### src/rtl/mem_arb_pkg.sv
// Shared types and constants for the data-memory arbiter.
package mem_arb_pkg;

  typedef enum logic [1:0] {
    IDLE,
    BUSY,
    RESP
  } state_t;

  typedef enum logic {
    OWN_D,
    OWN_I
  } owner_t;

  localparam logic [2:0] FUNCT3_WORD = 3'b010;

endpackage

### src/rtl/mem_arbiter_if.sv
// Requester, memory and hazard-side signals of the data-memory arbiter.
interface mem_arbiter_if #(
  parameter int unsigned ADDR_WIDTH = 32,
  parameter int unsigned DATA_WIDTH = 32
);
  logic                  d_req_i;
  logic                  d_we_i;
  logic [ADDR_WIDTH-1:0] d_addr_i;
  logic [DATA_WIDTH-1:0] d_wdata_i;
  logic [2:0]            d_funct3_i;
  logic                  d_done_o;
  logic [DATA_WIDTH-1:0] d_rdata_o;
  logic                  i_req_i;
  logic [ADDR_WIDTH-1:0] i_addr_i;
  logic                  i_done_o;
  logic [DATA_WIDTH-1:0] i_rdata_o;
  logic                  mem_en_o;
  logic                  mem_we_o;
  logic [ADDR_WIDTH-1:0] mem_addr_o;
  logic [DATA_WIDTH-1:0] mem_wdata_o;
  logic [2:0]            mem_funct3_o;
  logic [DATA_WIDTH-1:0] mem_rdata_i;
  logic                  busy_o;

  modport slave (
    input  d_req_i, d_we_i, d_addr_i, d_wdata_i, d_funct3_i,
    output d_done_o, d_rdata_o,
    input  i_req_i, i_addr_i,
    output i_done_o, i_rdata_o,
    output mem_en_o, mem_we_o, mem_addr_o, mem_wdata_o, mem_funct3_o,
    input  mem_rdata_i,
    output busy_o
  );

  modport master (
    output d_req_i, d_we_i, d_addr_i, d_wdata_i, d_funct3_i,
    input  d_done_o, d_rdata_o,
    output i_req_i, i_addr_i,
    input  i_done_o, i_rdata_o,
    input  mem_en_o, mem_we_o, mem_addr_o, mem_wdata_o, mem_funct3_o,
    output mem_rdata_i,
    input  busy_o
  );
endinterface

### src/rtl/mem_arb_pick.sv
// Grant selection: D by default, I when alone or once D has used up its win budget.
module mem_arb_pick #(
  parameter int unsigned MAX_D_WINS = 4,
  parameter int unsigned WW         = 3
) (
  input  logic          d_req,
  input  logic          i_req,
  input  logic [WW-1:0] win_cnt,
  output logic          grant_d,
  output logic          grant_i
);
  always_comb begin
    grant_i = i_req && (!d_req || (win_cnt == WW'(MAX_D_WINS)));
    grant_d = d_req && !grant_i;
  end
endmodule

### src/rtl/mem_arbiter.sv
// Serialises D and I accesses onto one data_memory port with a fixed latency.
module mem_arbiter
  import mem_arb_pkg::*;
#(
  parameter int unsigned ADDR_WIDTH  = 32,
  parameter int unsigned DATA_WIDTH  = 32,
  parameter int unsigned MEM_LATENCY = 2,
  parameter int unsigned MAX_D_WINS  = 4
) (
  input  logic         clk_i,
  input  logic         rst_i,
  mem_arbiter_if.slave bus
);
  localparam int unsigned CW = (MEM_LATENCY > 1) ? $clog2(MEM_LATENCY) : 1;
  localparam int unsigned WW = $clog2(MAX_D_WINS + 1);
  localparam logic [CW-1:0] LAT_LOAD = CW'(MEM_LATENCY - 1);
  localparam logic [WW-1:0] WIN_MAX  = WW'(MAX_D_WINS);

  state_t                r_state;
  owner_t                r_owner;
  logic [CW-1:0]         r_cnt;
  logic [WW-1:0]         r_win;
  logic                  r_we;
  logic                  r_mem_en;
  logic                  r_mem_we;
  logic [ADDR_WIDTH-1:0] r_mem_addr;
  logic [DATA_WIDTH-1:0] r_mem_wdata;
  logic [2:0]            r_mem_funct3;
  logic                  r_d_done;
  logic                  r_i_done;
  logic [DATA_WIDTH-1:0] r_d_rdata;
  logic [DATA_WIDTH-1:0] r_i_rdata;
  logic                  r_busy;
  logic                  w_grant_d;
  logic                  w_grant_i;

  mem_arb_pick #(
    .MAX_D_WINS(MAX_D_WINS),
    .WW        (WW)
  ) u_pick (
    .d_req  (bus.d_req_i),
    .i_req  (bus.i_req_i),
    .win_cnt(r_win),
    .grant_d(w_grant_d),
    .grant_i(w_grant_i)
  );

  always_ff @(posedge clk_i) begin
    if (!rst_i) begin
      r_state      <= IDLE;
      r_owner      <= OWN_D;
      r_cnt        <= '0;
      r_win        <= '0;
      r_we         <= 1'b0;
      r_mem_en     <= 1'b0;
      r_mem_we     <= 1'b0;
      r_mem_addr   <= '0;
      r_mem_wdata  <= '0;
      r_mem_funct3 <= '0;
      r_d_done     <= 1'b0;
      r_i_done     <= 1'b0;
      r_d_rdata    <= '0;
      r_i_rdata    <= '0;
      r_busy       <= 1'b0;
    end else begin
      r_d_done <= 1'b0;
      r_i_done <= 1'b0;
      unique case (r_state)
        IDLE: begin
          if (w_grant_d || w_grant_i) begin
            r_state  <= BUSY;
            r_busy   <= 1'b1;
            r_cnt    <= LAT_LOAD;
            r_mem_en <= 1'b1;
            if (w_grant_i) begin
              r_owner      <= OWN_I;
              r_we         <= 1'b0;
              r_mem_we     <= 1'b0;
              r_mem_addr   <= bus.i_addr_i;
              r_mem_wdata  <= '0;
              r_mem_funct3 <= FUNCT3_WORD;
              r_win        <= '0;
            end else begin
              r_owner      <= OWN_D;
              r_we         <= bus.d_we_i;
              r_mem_we     <= bus.d_we_i;
              r_mem_addr   <= bus.d_addr_i;
              r_mem_wdata  <= bus.d_wdata_i;
              r_mem_funct3 <= bus.d_funct3_i;
              // Count D wins only while I is actually waiting.
              if (!bus.i_req_i)        r_win <= '0;
              else if (r_win != WIN_MAX) r_win <= r_win + WW'(1);
            end
          end
        end
        BUSY: begin
          r_mem_we <= 1'b0;
          if (r_cnt == '0) begin
            if (r_owner == OWN_I)  r_i_rdata <= bus.mem_rdata_i;
            else if (!r_we)        r_d_rdata <= bus.mem_rdata_i;
            r_d_done     <= (r_owner == OWN_D);
            r_i_done     <= (r_owner == OWN_I);
            r_mem_en     <= 1'b0;
            r_mem_addr   <= '0;
            r_mem_wdata  <= '0;
            r_mem_funct3 <= '0;
            r_state      <= RESP;
          end else begin
            r_cnt <= r_cnt - CW'(1);
          end
        end
        RESP: begin
          r_busy  <= 1'b0;
          r_state <= IDLE;
        end
        default: r_state <= IDLE;
      endcase
    end
  end

  assign bus.d_done_o     = r_d_done;
  assign bus.d_rdata_o    = r_d_rdata;
  assign bus.i_done_o     = r_i_done;
  assign bus.i_rdata_o    = r_i_rdata;
  assign bus.mem_en_o     = r_mem_en;
  assign bus.mem_we_o     = r_mem_we;
  assign bus.mem_addr_o   = r_mem_addr;
  assign bus.mem_wdata_o  = r_mem_wdata;
  assign bus.mem_funct3_o = r_mem_funct3;
  assign bus.busy_o       = r_busy;
endmodule

### src/flat_wrapper.sv
// flat-port wrapper written by rule: the top's interface ports become plain ports
module mem_arbiter_flat import mem_arb_pkg::*;
#(
  parameter int unsigned ADDR_WIDTH  = 32,
  parameter int unsigned DATA_WIDTH  = 32,
  parameter int unsigned MEM_LATENCY = 2,
  parameter int unsigned MAX_D_WINS  = 4
)
  (clk_i, rst_i, bus_d_req_i, bus_d_we_i, bus_d_addr_i, bus_d_wdata_i, bus_d_funct3_i, bus_d_done_o, bus_d_rdata_o, bus_i_req_i, bus_i_addr_i, bus_i_done_o, bus_i_rdata_o, bus_mem_en_o, bus_mem_we_o, bus_mem_addr_o, bus_mem_wdata_o, bus_mem_funct3_o, bus_mem_rdata_i, bus_busy_o);
  mem_arbiter_if #(.ADDR_WIDTH(ADDR_WIDTH), .DATA_WIDTH(DATA_WIDTH)) bus_i ();
  input  logic clk_i;
  input  logic rst_i;
  input wire logic [$bits(bus_i.d_req_i)-1:0] bus_d_req_i;
  input wire logic [$bits(bus_i.d_we_i)-1:0] bus_d_we_i;
  input wire logic [$bits(bus_i.d_addr_i)-1:0] bus_d_addr_i;
  input wire logic [$bits(bus_i.d_wdata_i)-1:0] bus_d_wdata_i;
  input wire logic [$bits(bus_i.d_funct3_i)-1:0] bus_d_funct3_i;
  output wire logic [$bits(bus_i.d_done_o)-1:0] bus_d_done_o;
  output wire logic [$bits(bus_i.d_rdata_o)-1:0] bus_d_rdata_o;
  input wire logic [$bits(bus_i.i_req_i)-1:0] bus_i_req_i;
  input wire logic [$bits(bus_i.i_addr_i)-1:0] bus_i_addr_i;
  output wire logic [$bits(bus_i.i_done_o)-1:0] bus_i_done_o;
  output wire logic [$bits(bus_i.i_rdata_o)-1:0] bus_i_rdata_o;
  output wire logic [$bits(bus_i.mem_en_o)-1:0] bus_mem_en_o;
  output wire logic [$bits(bus_i.mem_we_o)-1:0] bus_mem_we_o;
  output wire logic [$bits(bus_i.mem_addr_o)-1:0] bus_mem_addr_o;
  output wire logic [$bits(bus_i.mem_wdata_o)-1:0] bus_mem_wdata_o;
  output wire logic [$bits(bus_i.mem_funct3_o)-1:0] bus_mem_funct3_o;
  input wire logic [$bits(bus_i.mem_rdata_i)-1:0] bus_mem_rdata_i;
  output wire logic [$bits(bus_i.busy_o)-1:0] bus_busy_o;
  assign bus_i.d_req_i = bus_d_req_i;
  assign bus_i.d_we_i = bus_d_we_i;
  assign bus_i.d_addr_i = bus_d_addr_i;
  assign bus_i.d_wdata_i = bus_d_wdata_i;
  assign bus_i.d_funct3_i = bus_d_funct3_i;
  assign bus_d_done_o = bus_i.d_done_o;
  assign bus_d_rdata_o = bus_i.d_rdata_o;
  assign bus_i.i_req_i = bus_i_req_i;
  assign bus_i.i_addr_i = bus_i_addr_i;
  assign bus_i_done_o = bus_i.i_done_o;
  assign bus_i_rdata_o = bus_i.i_rdata_o;
  assign bus_mem_en_o = bus_i.mem_en_o;
  assign bus_mem_we_o = bus_i.mem_we_o;
  assign bus_mem_addr_o = bus_i.mem_addr_o;
  assign bus_mem_wdata_o = bus_i.mem_wdata_o;
  assign bus_mem_funct3_o = bus_i.mem_funct3_o;
  assign bus_i.mem_rdata_i = bus_mem_rdata_i;
  assign bus_busy_o = bus_i.busy_o;
  mem_arbiter #(.ADDR_WIDTH(ADDR_WIDTH), .DATA_WIDTH(DATA_WIDTH), .MEM_LATENCY(MEM_LATENCY), .MAX_D_WINS(MAX_D_WINS)) u_core (.clk_i(clk_i), .rst_i(rst_i), .bus(bus_i));
endmodule
### config.mk
export PLATFORM = sky130hd
export DESIGN_NAME = mem_arbiter_flat
export DESIGN_NICKNAME = d
export VERILOG_FILES = /design/src/rtl/mem_arb_pkg.sv /design/src/rtl/mem_arbiter_if.sv /design/src/rtl/mem_arb_pick.sv /design/src/rtl/mem_arbiter.sv /design/src/flat_wrapper.sv
export SDC_FILE = /design/constraint.sdc
export NUM_CORES = 1
export LEC_CHECK = 0
export ABC_CLOCK_PERIOD_IN_PS = 1900
export BUFFER_PORTS_ARGS = -buffer_cell sky130_fd_sc_hd__buf_2
export CAP_MARGIN = 20
export CORE_MARGIN = 1.5
export CORE_UTILIZATION = 45
export DETAILED_ROUTE_END_ITERATION = 8
export GPL_TIMING_DRIVEN = 0
export PLACE_DENSITY_LB_ADDON = 0.3
export SLEW_MARGIN = 20
export SYNTH_ARGS = -nofsm -noshare
export SYNTH_HDL_FRONTEND = slang
export SYNTH_SLANG_ARGS = --single-unit
### constraint.sdc
create_clock -name clk_i -period 1.9 [get_ports clk_i]
set_clock_uncertainty 0.05 [all_clocks]
set_input_delay 0.285 -clock clk_i [delete_from_list [all_inputs] [get_ports clk_i]]
set_output_delay 0.285 -clock clk_i [all_outputs]
set_load 0.02 [all_outputs]
== Yosys cells after proc, flatten, opt, wreduce, memory -nomap -nowiden ==
Cells that the tools add are included.

* Memories: 0
* Output and inout port bits: 136
* Bits in writable memories: 0
* Word-level logic and storage cells: 74
* Bits in registers: 144
* Bits in latches: 0
* Memory bits (read-only): 0

* Muxes and demuxes: 27
* Equal/unequal tests: 7
* Reductions and logical operators: 18
* Magnitude comparators: 0
* Bitwise gates (word level): 5
* $add $sub $neg: 2
* $mul: 0
* Divide/modulo/power cells: 0
* Shifts and indexed selects: 0

{| class="wikitable"
|+ Operators with widths
! operator !! number
|-
| 32-bit 2-to-1 mux || 5
|-
| 32-bit case mux with 2 select lines || 2
|-
| 3-bit 2-to-1 mux || 6
|-
| 3-bit AND reduction || 3
|-
| 1-bit case mux with 2 select lines || 4
|-
| 2-bit AND reduction || 4
|-
| 1-bit 2-to-1 mux || 6
|-
| 3-bit case mux with 2 select lines || 1
|-
| 1-bit inverter || 5
|-
| 2-bit 2-to-1 mux || 2
|-
| 2-bit case mux with 2 select lines || 1
|-
| 4-bit AND reduction || 1
|-
| 2-bit nonzero test || 2
|-
| 3-bit by 1-bit adder with 3-bit output (second input constant) || 1
|-
| 3-bit == test (second input constant) || 1
|-
| 3-bit by 1-bit != test with 1-bit output (second input constant) || 1
|-
| 3-bit != test (second input constant) || 1
|-
| 3-bit OR reduction || 1
|-
| 2-bit by 1-bit == test with 1-bit output (second input constant) || 1
|-
| 2-bit == test (second input constant) || 1
|-
| 1-bit logical AND || 2
|-
| 1-bit zero test || 2
|-
| 2-bit zero test || 1
|-
| 1-bit logical OR || 2
|-
| 3 further kinds || 3
|}

== Depth between registers and ports, before layout ==
Gate-level depths: netlist of run 1.

* Word-level depth: 8
* Mapped depth: 7

== Hierarchy ==
Synthesis of run 1 repeated with hierarchy kept, for this count alone.

* Cell total of the unflattened synthesis: 640
* Area total of the unflattened synthesis: 5739.3 um^2

{| class="wikitable"
|+ Modules (own cells, without submodules)
! module !! times used !! area each (um^2) !! sequential area each (um^2) !! cells each
|-
| mem_arbiter || 1 || 5714.2 || 2882.8 || 636
|-
| mem_arb_pick || 1 || 25.0 || 0.0 || 4
|}

== Worst setup path after synthesis of run 1 ==
No wires, ideal clock.

* Kind: flip-flop to flip-flop
* From: register u_core.r_win[0]
* To: register u_core.r_mem_addr[22] (netlist: u_core.bus.mem_addr_o[22])
* Library setup time: 0.082 ns
* Path slack: 0.428 ns
* Arrival time: 1.340 ns
* Required time: 1.768 ns
* Stages on the path, launching flop included: 8
* Cell sequence: dfxtp_1 -> inv_1 -> ha_1 -> nand3_2 -> buf_2 -> clkbuf_1 -> nand4_1 -> o221ai_1

* Word-level cells in the longest chain between the ends: 8

{| class="wikitable"
|+ RTL lines
! item !! line !! source
|-
| start, declared || mem_arbiter.sv:22 || <nowiki>logic [WW-1:0] r_win;</nowiki>
|-
| start signal, assigned || mem_arbiter.sv:92 || <nowiki>else if (r_win != WIN_MAX) r_win <= r_win + WW'(1);</nowiki>
|-
| 3-bit == test (*) || mem_arb_pick.sv:13 || <nowiki>grant_i = i_req && (!d_req || (win_cnt == WW'(MAX_D_WINS)));</nowiki>
|-
| 1-bit logical OR (*) || mem_arb_pick.sv:13 ||
|-
| 1-bit logical AND (*) || mem_arb_pick.sv:13 ||
|-
| 1-bit zero test || mem_arb_pick.sv:14 || <nowiki>grant_d = d_req && !grant_i;</nowiki>
|-
| 1-bit logical AND || mem_arb_pick.sv:14 ||
|-
| 1-bit logical OR || mem_arbiter.sv:70 || <nowiki>if (w_grant_d || w_grant_i) begin</nowiki>
|-
| 2-bit by 1-bit != test with 1-bit output (no source line) || n/a ||
|-
| 3-bit AND reduction (no source line) || n/a ||
|-
| end signal, assigned || mem_arbiter.sv:79 || <nowiki>r_mem_addr <= bus.i_addr_i;</nowiki>
|-
| end signal, assigned || mem_arbiter.sv:87 || <nowiki>r_mem_addr <= bus.d_addr_i;</nowiki>
|-
| end, declared || mem_arbiter.sv:26 || <nowiki>logic [ADDR_WIDTH-1:0] r_mem_addr;</nowiki>
|}

Every way passes the cells marked *; elsewhere a longest branch is shown, timed or not. The select of a mux whose other input is x is not followed.
A chain may end at the register's enable or synchronous reset.

== Worst setup path in the final report of run 1 ==
* From: register u_core.r_win[0]
* To: register u_core.r_mem_addr[29] (netlist: u_core.bus.mem_addr_o[29])

The elaborated chain is that of the path after synthesis.

==> metrics.txt, run 1 <==
# TYPE chip_impl_metric gauge
chip_impl_metric{name="clk_pin_slew_worst_paths",unit="ns"} 0.06
chip_impl_metric{name="power_frac_comb",unit="%"} 16.9
chip_impl_metric{name="layout.nets",unit=""} 1114
chip_impl_metric{name="design.core.area",unit="um2"} 12600
chip_impl_metric{name="place_worst_setup_slack",unit="ns"} -0.0421
chip_impl_metric{name="min_period_over_period",unit="%"} 92.8
chip_impl_metric{name="global_route_wire_length_before_repair",unit="um"} 26400
chip_impl_metric{name="p_total",unit="mW"} 7.79
chip_impl_metric{name="sequentialPowerShare",unit="%"} 42.4
chip_impl_metric{name="intPower",unit="mW"} 5.64
chip_impl_info{name="path_class",value="register to register"} 1
chip_impl_info{name="min-delay-path-class",value="input pin to register"} 1
chip_impl_metric{name="wire_per_inst",unit="um"} 15.4
chip_impl_metric{name="die_width",unit="um"} 117
chip_impl_metric{name="timing.final.setup_violations",unit=""} 0
chip_impl_info{name="clock_tree.root_cell",value="clkbuf_16"} 1
chip_impl_metric{name="synthToLayoutAreaGrowth",unit="%"} 36.6
chip_impl_metric{name="post-synth-top-area-fraction",unit="%"} 49.7
chip_impl_metric{name="ys_warn_count",unit=""} 0
chip_impl_info{name="start_kind",value="register"} 1
chip_impl_metric{name="synth_sequential_area_ratio",unit="%"} 49.7
chip_impl_metric{name="max_slew.worst_pin.slew",unit="ns"} 0.595
chip_impl_metric{name="grt-ovfl-total",unit=""} 0
chip_impl_metric{name="postSynthAreaPerCell",unit="um2"} 8.43
chip_impl_info{name="synthTopCellsByArea",value="dfxtp_1, a21oi_1, nand3_1"} 1
chip_impl_metric{name="viasPerCell",unit=""} 5.12
chip_impl_metric{name="die_height",unit="um"} 117
chip_impl_metric{name="hold_buffers",unit=""} 0
chip_impl_metric{name="detailedRoute.firstPassIterationCount",unit=""} 5
chip_impl_info{name="outcome",value="finished clean"} 1
chip_impl_metric{name="synthDistinctLibCells",unit=""} 36
chip_impl_metric{name="worst-endpoint-arrival",unit="ns"} 2.05
chip_impl_metric{name="power.switching_fraction",unit="%"} 27.6
chip_impl_metric{name="n_antenna_cell",unit=""} 0
chip_impl_metric{name="quantity_of_i_o_buffers_inserted_on_ports",unit=""} 269
chip_impl_metric{name="synth_enable_flop_cells",unit=""} 0
chip_impl_metric{name="min_clock_period_post_route",unit="ns"} 1.76
chip_impl_metric{name="globalRouteTotalUtil",unit="%"} 25.1
chip_impl_info{name="cts_tree",value="built"} 1
chip_impl_metric{name="top_level_pins",unit=""} 272
chip_impl_metric{name="power_per_cell_area",unit="nW/um2"} 983
chip_impl_info{name="synth_largest_area_cell",value="dfxtp_1"} 1
chip_impl_metric{name="design.die.area",unit="um2"} 13600
chip_impl_metric{name="drtAntennaViolNets",unit=""} 0
chip_impl_metric{name="worst_reg_to_reg_cells",unit=""} 7
chip_impl_metric{name="synthesized_area",unit="um2"} 5800
chip_impl_metric{name="async_reset_ff_share",unit="%"} 0
chip_impl_metric{name="floorplan.initialDensity",unit="%"} 46.0
chip_impl_metric{name="timing.fmax",unit="GHz"} 0.567
chip_impl_metric{name="remaining_drc_errors",unit=""} 0
chip_impl_metric{name="clock_power_share",unit="%"} 40.6
chip_impl_metric{name="layout-drive-gt1-share",unit="%"} 35.4
chip_impl_metric{name="total_leakage_power",unit="nW"} 3.62
chip_impl_metric{name="netlist_instances",unit=""} 688
chip_impl_metric{name="place_congestion",unit=""} 0.824
chip_impl_metric{name="total_cts_buffers",unit=""} 17
chip_impl_metric{name="worst_slew_margin_rel",unit="%"} 60.4
chip_impl_metric{name="finalMaxSlewViolations",unit=""} 0
chip_impl_metric{name="half_perimeter_wire_length_after_detailed_placement",unit="um"} 13100
chip_impl_info{name="rsz0062_at_grt",value="no"} 1
chip_impl_metric{name="grt_max_degree",unit=""} 17
chip_impl_metric{name="maximum_vdd_drop",unit="mV"} 0.673
chip_impl_metric{name="routed_wl",unit="um"} 17900
chip_impl_metric{name="netSwitchingPower",unit="mW"} 2.15
chip_impl_metric{name="final_util",unit="%"} 62.8
chip_impl_metric{name="hold_viol",unit=""} 0
chip_impl_info{name="timing.critical_path.to_type",value="register"} 1
chip_impl_metric{name="antenna_found_initial",unit=""} 0
chip_impl_metric{name="sink_count_of_the_clock_tree",unit=""} 144
chip_impl_metric{name="num_vias",unit=""} 5943
chip_impl_metric{name="first_global_vias",unit=""} 5475
chip_impl_metric{name="number_of_cells_on_the_worst_hold_path",unit=""} 3
chip_impl_metric{name="drtIter0Drc",unit=""} 287
chip_impl_metric{name="synth_seq_cells",unit=""} 144
chip_impl_info{name="ys_dominant_reg_cell",value="dfxtp_1"} 1
chip_impl_metric{name="htree_levels",unit=""} 4
chip_impl_metric{name="timing.final.ws_setup",unit="ns"} 0.138
chip_impl_metric{name="crit_path_max_fanout",unit=""} 10
chip_impl_metric{name="max_cap_viol_count",unit=""} 0
chip_impl_metric{name="core.rowCount",unit=""} 41
chip_impl_metric{name="synth.net_count",unit=""} 826
chip_impl_metric{name="ctsLongestPathBuffers",unit=""} 2
chip_impl_metric{name="clkLatencyLatePin",unit="ns"} 0.42
chip_impl_metric{name="worst-endpoint-required",unit="ns"} 2.19
==> final cells by class <==
class,instances,area (um2)
clock buffer,28,507
sequential,144,2880
tap,172,215
buffer,66,400
multi-input combinational,409,2260
inverter,69,259
timing repair buffer,269,1350
clock inverter,4,50.0
fill,1190,4700
==> per-layer routing <==
| metal | up-vias | routed length (um) | global-route usage [%] |
|---|---|---|---|
| met5 | - | 0 | 0 |
| met4 | 0 | 470 | 11.8 |
| met2 | 233 | 8480 | 42.2 |
| met1 | 2689 | 7470 | 29.1 |
| li1 | 2987 | - | - |
| met3 | 34 | 1480 | 8.35 |
==> cell usage in the layout, fill, tap and decap left out, types with 3 or more instances in the layout <==
master     synthesis  final
dfxtp_1          144    144
inv_1             69     69
clkbuf_1          24     29
clkbuf_16          0     17
o21ai_1           57     57
nor2_1             4      4
nand4_1           35     35
nand3_1           68     68
buf_2             16    285
o221ai_1          32     32
clkbuf_8           0      4
buf_6             10     10
clkbuf_4           3      3
buf_4             11     11
o21ai_0           17     17
nand2_1           65     65
clkbuf_2           2      4
a21oi_1          105    105
==> repair_timing <==
| item | in CTS | in global routing |
|---|---|---|
| setup buffers | 0 | 0 |
| setup endpoints to repair | 5 | 10 |
| resized for setup | 1 | 2 |
| hold endpoints to repair | 0 | 0 |
==> synth_stat cells (2+ instances only) <==
cell type	instances
nor2_1	4
o21ai_1	57
dfxtp_1	144
ha_1	2
clkbuf_4	3
nand3b_1	2
a21oi_1	105
o221ai_1	32
clkbuf_2	2
inv_1	69
a31oi_1	2
nand4_1	35
nand4b_1	2
nor3b_4	2
nand2_1	65
buf_6	10
o21ai_0	17
or2_2	2
clkbuf_1	24
buf_4	11
buf_2	16
nand3_1	68
==> logic make-up after synthesis <==
family	after synthesis	share of synthesized area (%)
fa+ha+maj	2	0.431
flops	144	49.7
simple gates	188	17.0
compound gates	219	21.5
buf+inv	135	11.3
==> flip-flops by register name, indices dropped and copies added, names as in the netlist <==
name                     count
u_core.bus.i_done_o          1
u_core.bus.mem_en_o          1
u_core.bus.mem_wdata_o      32
u_core.r_we                  1
u_core.bus.busy_o            1
u_core.r_state               2
u_core.bus.d_done_o          1
u_core.bus.d_rdata_o        32
u_core.bus.i_rdata_o        32
u_core.bus.mem_funct3_o      3
u_core.r_win                 3
u_core.r_owner               1
u_core.r_cnt                 1
u_core.bus.mem_addr_o       32
u_core.bus.mem_we_o          1
==> critical path, stage by stage, from the launching register on <==
cell and delay [ns]:
dfxtp_1 0.34, inv_1 0.06, ha_1 0.23, nand3_2 0.14, buf_2 0.27, clkbuf_2 0.31
nand4_1 0.17, o221ai_1 0.11
==> worst paths after layout <==
check | startpoint | to | slack [ns]
setup / recovery | u_core.r_win[0] | u_core.bus.mem_addr_o[29] | 0.14
setup reg to reg | u_core.r_win[0] | u_core.bus.mem_addr_o[29] | 0.14
hold reg to reg | u_core.bus.i_rdata_o[6] | u_core.bus.i_rdata_o[6] | 0.40
hold / removal | bus_d_addr_i[19] | u_core.bus.mem_addr_o[19] | 0.06
==> per-stage QoR <==
step / setup TNS, ns / cell area, um2 / cells / hold slack (ns)
3_3_place_gp: -0.120 / 7360 / 1129 / 0.390
4_1_cts: 0 / 7920 / 1161 / 0.0466
2_1_floorplan: 0 / 5800 / 688 / 0.371
5_1_grt: 0 / 7920 / 1161 / 0.0573
3_5_place_dp: -0.0846 / 7360 / 1129 / 0.394
6_report: 0 / 7920 / 1161 / 0.0570
==> power by group through the flow <==
stage	Sequential, mW	Combinational [mW]	Clock, mW
2_1_floorplan	3.58	0.597	0
3_3_place_gp	3.36	1.32	0
3_5_place_dp	3.37	1.32	0
4_1_cts	3.30	1.33	3.20
5_1_grt	3.33	1.44	3.34
6_report	3.31	1.32	3.17
Power figures use the tool's default switching activity.
==> run 2: changes to the inputs <==
- BUFFER_PORTS_ARGS: -buffer_cell sky130_fd_sc_hd__buf_2 -> -buffer_cell sky130_fd_sc_hd__buf_4
- MAX_ROUTING_LAYER: default -> met4
- SLEW_MARGIN: 20 -> 10
==> run 2 against run 1 <==
Net effect:
- non-clock buffer count is the same
- count of clock-buffer cells in the layout is the same
- core utilization grew 5.5 points
- largest power group unchanged
==> metrics.txt, run 2 (synthesis results as in run 1) <==
# TYPE chip_impl_metric gauge
chip_impl_metric{name="hold_buffers",unit=""} 0
chip_impl_metric{name="layout-drive-gt1-share",unit="%"} 35.6
chip_impl_metric{name="wire_per_inst",unit="um"} 15.9
chip_impl_metric{name="finalHoldWorstSlack",unit="ns"} 0.0533
chip_impl_metric{name="clkLatencyLatePin",unit="ns"} 0.42
chip_impl_metric{name="num_vias",unit=""} 6005
chip_impl_metric{name="synthToLayoutAreaGrowth",unit="%"} 48.5
chip_impl_metric{name="die_height",unit="um"} 117
chip_impl_metric{name="total_cts_buffers",unit=""} 17
chip_impl_metric{name="worst-endpoint-arrival",unit="ns"} 2.02
chip_impl_info{name="outcome",value="finished clean"} 1
chip_impl_metric{name="timing.fmax",unit="GHz"} 0.572
chip_impl_metric{name="viasPerCell",unit=""} 5.17
chip_impl_metric{name="clock_power_share",unit="%"} 40.1
chip_impl_metric{name="first_global_vias",unit=""} 5541
chip_impl_metric{name="design.die.area",unit="um2"} 13600
chip_impl_metric{name="design.core.area",unit="um2"} 12600
chip_impl_metric{name="totalNegativeSetupSlack",unit="ns"} 0
chip_impl_metric{name="remaining_drc_errors",unit=""} 0
chip_impl_metric{name="finalMaxSlewViolations",unit=""} 0
chip_impl_metric{name="clk_pin_slew_worst_paths",unit="ns"} 0.06
chip_impl_metric{name="hold_viol",unit=""} 0
chip_impl_info{name="timing.rr.start",value="u_core.r_win[0]"} 1
chip_impl_info{name="highest_count_cells_in_the_layout_ignoring_fill_and_taps",value="buf_4, dfxtp_1, a21oi_1, inv_1, nand3_1"} 1
chip_impl_info{name="timing.critical_path.to_type",value="register"} 1
chip_impl_metric{name="timing.final.setup_violations",unit=""} 0
chip_impl_metric{name="globalRouteTotalUtil",unit="%"} 26.9
chip_impl_metric{name="r2r_slack",unit="ns"} 0.15
chip_impl_metric{name="layout.nets",unit=""} 1114
chip_impl_metric{name="power_frac_comb",unit="%"} 18.6
chip_impl_info{name="start_kind",value="register"} 1
chip_impl_info{name="hp-start",value="bus_d_addr_i[19]"} 1
chip_impl_metric{name="final_util",unit="%"} 68.3
chip_impl_metric{name="n_antenna_cell",unit=""} 0
chip_impl_info{name="critical_path.reg2reg.endpoint",value="u_core.bus.mem_addr_o[23]"} 1
chip_impl_metric{name="drtIter0Drc",unit=""} 445
chip_impl_metric{name="worst_slew_margin_rel",unit="%"} 61.3
chip_impl_metric{name="quantity_of_i_o_buffers_inserted_on_ports",unit=""} 269
chip_impl_metric{name="final_cells",unit=""} 1161
chip_impl_metric{name="place_worst_setup_slack",unit="ns"} -0.0915
chip_impl_metric{name="power_per_cell_area",unit="nW/um2"} 931
chip_impl_metric{name="core.rowCount",unit=""} 41
chip_impl_metric{name="placed_cells",unit=""} 1129
chip_impl_metric{name="die_width",unit="um"} 117
chip_impl_metric{name="power.switching_fraction",unit="%"} 26.8
chip_impl_info{name="hold_end",value="u_core.bus.mem_addr_o[19]"} 1
chip_impl_metric{name="max_cap_viol_count",unit=""} 0
chip_impl_metric{name="min_clock_period_post_route",unit="ns"} 1.75
chip_impl_metric{name="worst-endpoint-required",unit="ns"} 2.18
chip_impl_metric{name="top_level_pins",unit=""} 272
chip_impl_metric{name="detailedRoute.firstPassIterationCount",unit=""} 5
chip_impl_info{name="path_class",value="register to register"} 1
chip_impl_info{name="layout.cells.most_common",value="buf_4"} 1
chip_impl_metric{name="htree_levels",unit=""} 4
chip_impl_metric{name="place_congestion",unit=""} 0.837
chip_impl_metric{name="drtAntennaViolNets",unit=""} 0
chip_impl_metric{name="total_leakage_power",unit="nW"} 3.76
chip_impl_metric{name="worst_reg_to_reg_cells",unit=""} 7
chip_impl_metric{name="antenna_found_initial",unit=""} 0
chip_impl_info{name="cts_tree",value="built"} 1
chip_impl_metric{name="sink_count_of_the_clock_tree",unit=""} 144
chip_impl_metric{name="number_of_cells_on_the_worst_hold_path",unit=""} 3
chip_impl_metric{name="sequentialPowerShare",unit="%"} 41.3
chip_impl_info{name="min-delay-path-class",value="input pin to register"} 1
chip_impl_metric{name="maximum_vdd_drop",unit="mV"} 0.530
chip_impl_metric{name="grt-ovfl-total",unit=""} 0
chip_impl_metric{name="netSwitchingPower",unit="mW"} 2.15
chip_impl_metric{name="intPower",unit="mW"} 5.88
chip_impl_info{name="clock_tree.root_cell",value="clkbuf_16"} 1
chip_impl_metric{name="half_perimeter_wire_length_after_detailed_placement",unit="um"} 13500
chip_impl_metric{name="max_slew.worst_pin.slew",unit="ns"} 0.580
chip_impl_metric{name="ctsLongestPathBuffers",unit=""} 2
chip_impl_metric{name="floorplan.initialDensity",unit="%"} 46.0
chip_impl_metric{name="global_route_wire_length_before_repair",unit="um"} 27400
chip_impl_metric{name="timing.final.ws_setup",unit="ns"} 0.151
chip_impl_metric{name="crit_path_max_fanout",unit=""} 10
chip_impl_metric{name="grt_max_degree",unit=""} 17
chip_impl_metric{name="routed_wl",unit="um"} 18400
chip_impl_metric{name="min_period_over_period",unit="%"} 92.1
chip_impl_metric{name="postCtsSetupRepairBufs",unit=""} 0
chip_impl_info{name="rsz0062_at_grt",value="no"} 1
==> run 2: what timing repair did <==
item                                    CTS  global route
gates cloned                              0             0
resized for setup                         1             4
endpoints found under the setup margin   10            11
==> run 2: worst max-delay path by stage <==
| stage | cells past startpoint | start | slack (ns) | end |
|---|---|---|---|---|
| after floorplan | 7 | u_core.r_win[0] | 0.43 | u_core.bus.mem_addr_o[22] |
| after detailed placement | 7 | u_core.r_win[0] | -0.09 | u_core.bus.mem_addr_o[28] |
| after CTS | 7 | u_core.r_win[0] | 0.05 | u_core.bus.mem_addr_o[14] |
| after global placement | 7 | u_core.r_win[0] | -0.06 | u_core.bus.mem_addr_o[28] |
| final | 7 | u_core.r_win[0] | 0.15 | u_core.bus.mem_addr_o[23] |
| after global routing | 6 | u_core.r_win[0] | 0.03 | u_core.bus.mem_addr_o[23] |
==> run 2: metal layers <==
layer	global-route usage (%)	wire [um]
met1	31.2	7440
met2	43.2	8840
met3	7.73	1610
met4	12.5	522
met5	-	0
==> run 2: cell type report <==
cell class,instances,area (um2)
buffer,66,403
inverter,69,259
clock buffer,28,527
clock inverter,4,47.5
timing repair buffer,269,2020
sequential,144,2880
fill,1079,4000
tap,172,215
multi-input combinational,409,2260
==> run 2: critical path, cell delays in order, from the launching register on <==
cell and delay [ns]:
dfxtp_1 0.34, inv_1 0.06, ha_1 0.23, nand3_2 0.17, clkbuf_4 0.27, buf_2 0.27, nand4_1 0.14, o221ai_1 0.11
==> run 2: per-stage QoR <==
stage / area (um2) / power [mW]
CTS: 8610 / 8.06
floorplan: 5800 / 4.18
global placement: 8040 / 4.85
global route: 8620 / 8.34
finish: 8620 / 8.02
detailed placement: 8040 / 4.87
==> run 2: power by group through the flow <==
stage                     sequential (mW)  combinational, mW  clock, mW
final                                3.32               1.49       3.22
after global routing                 3.34               1.62       3.39
after CTS                            3.31               1.49       3.25
after detailed placement             3.38               1.49          0
after global placement               3.37               1.48          0
after floorplan                      3.58              0.597          0
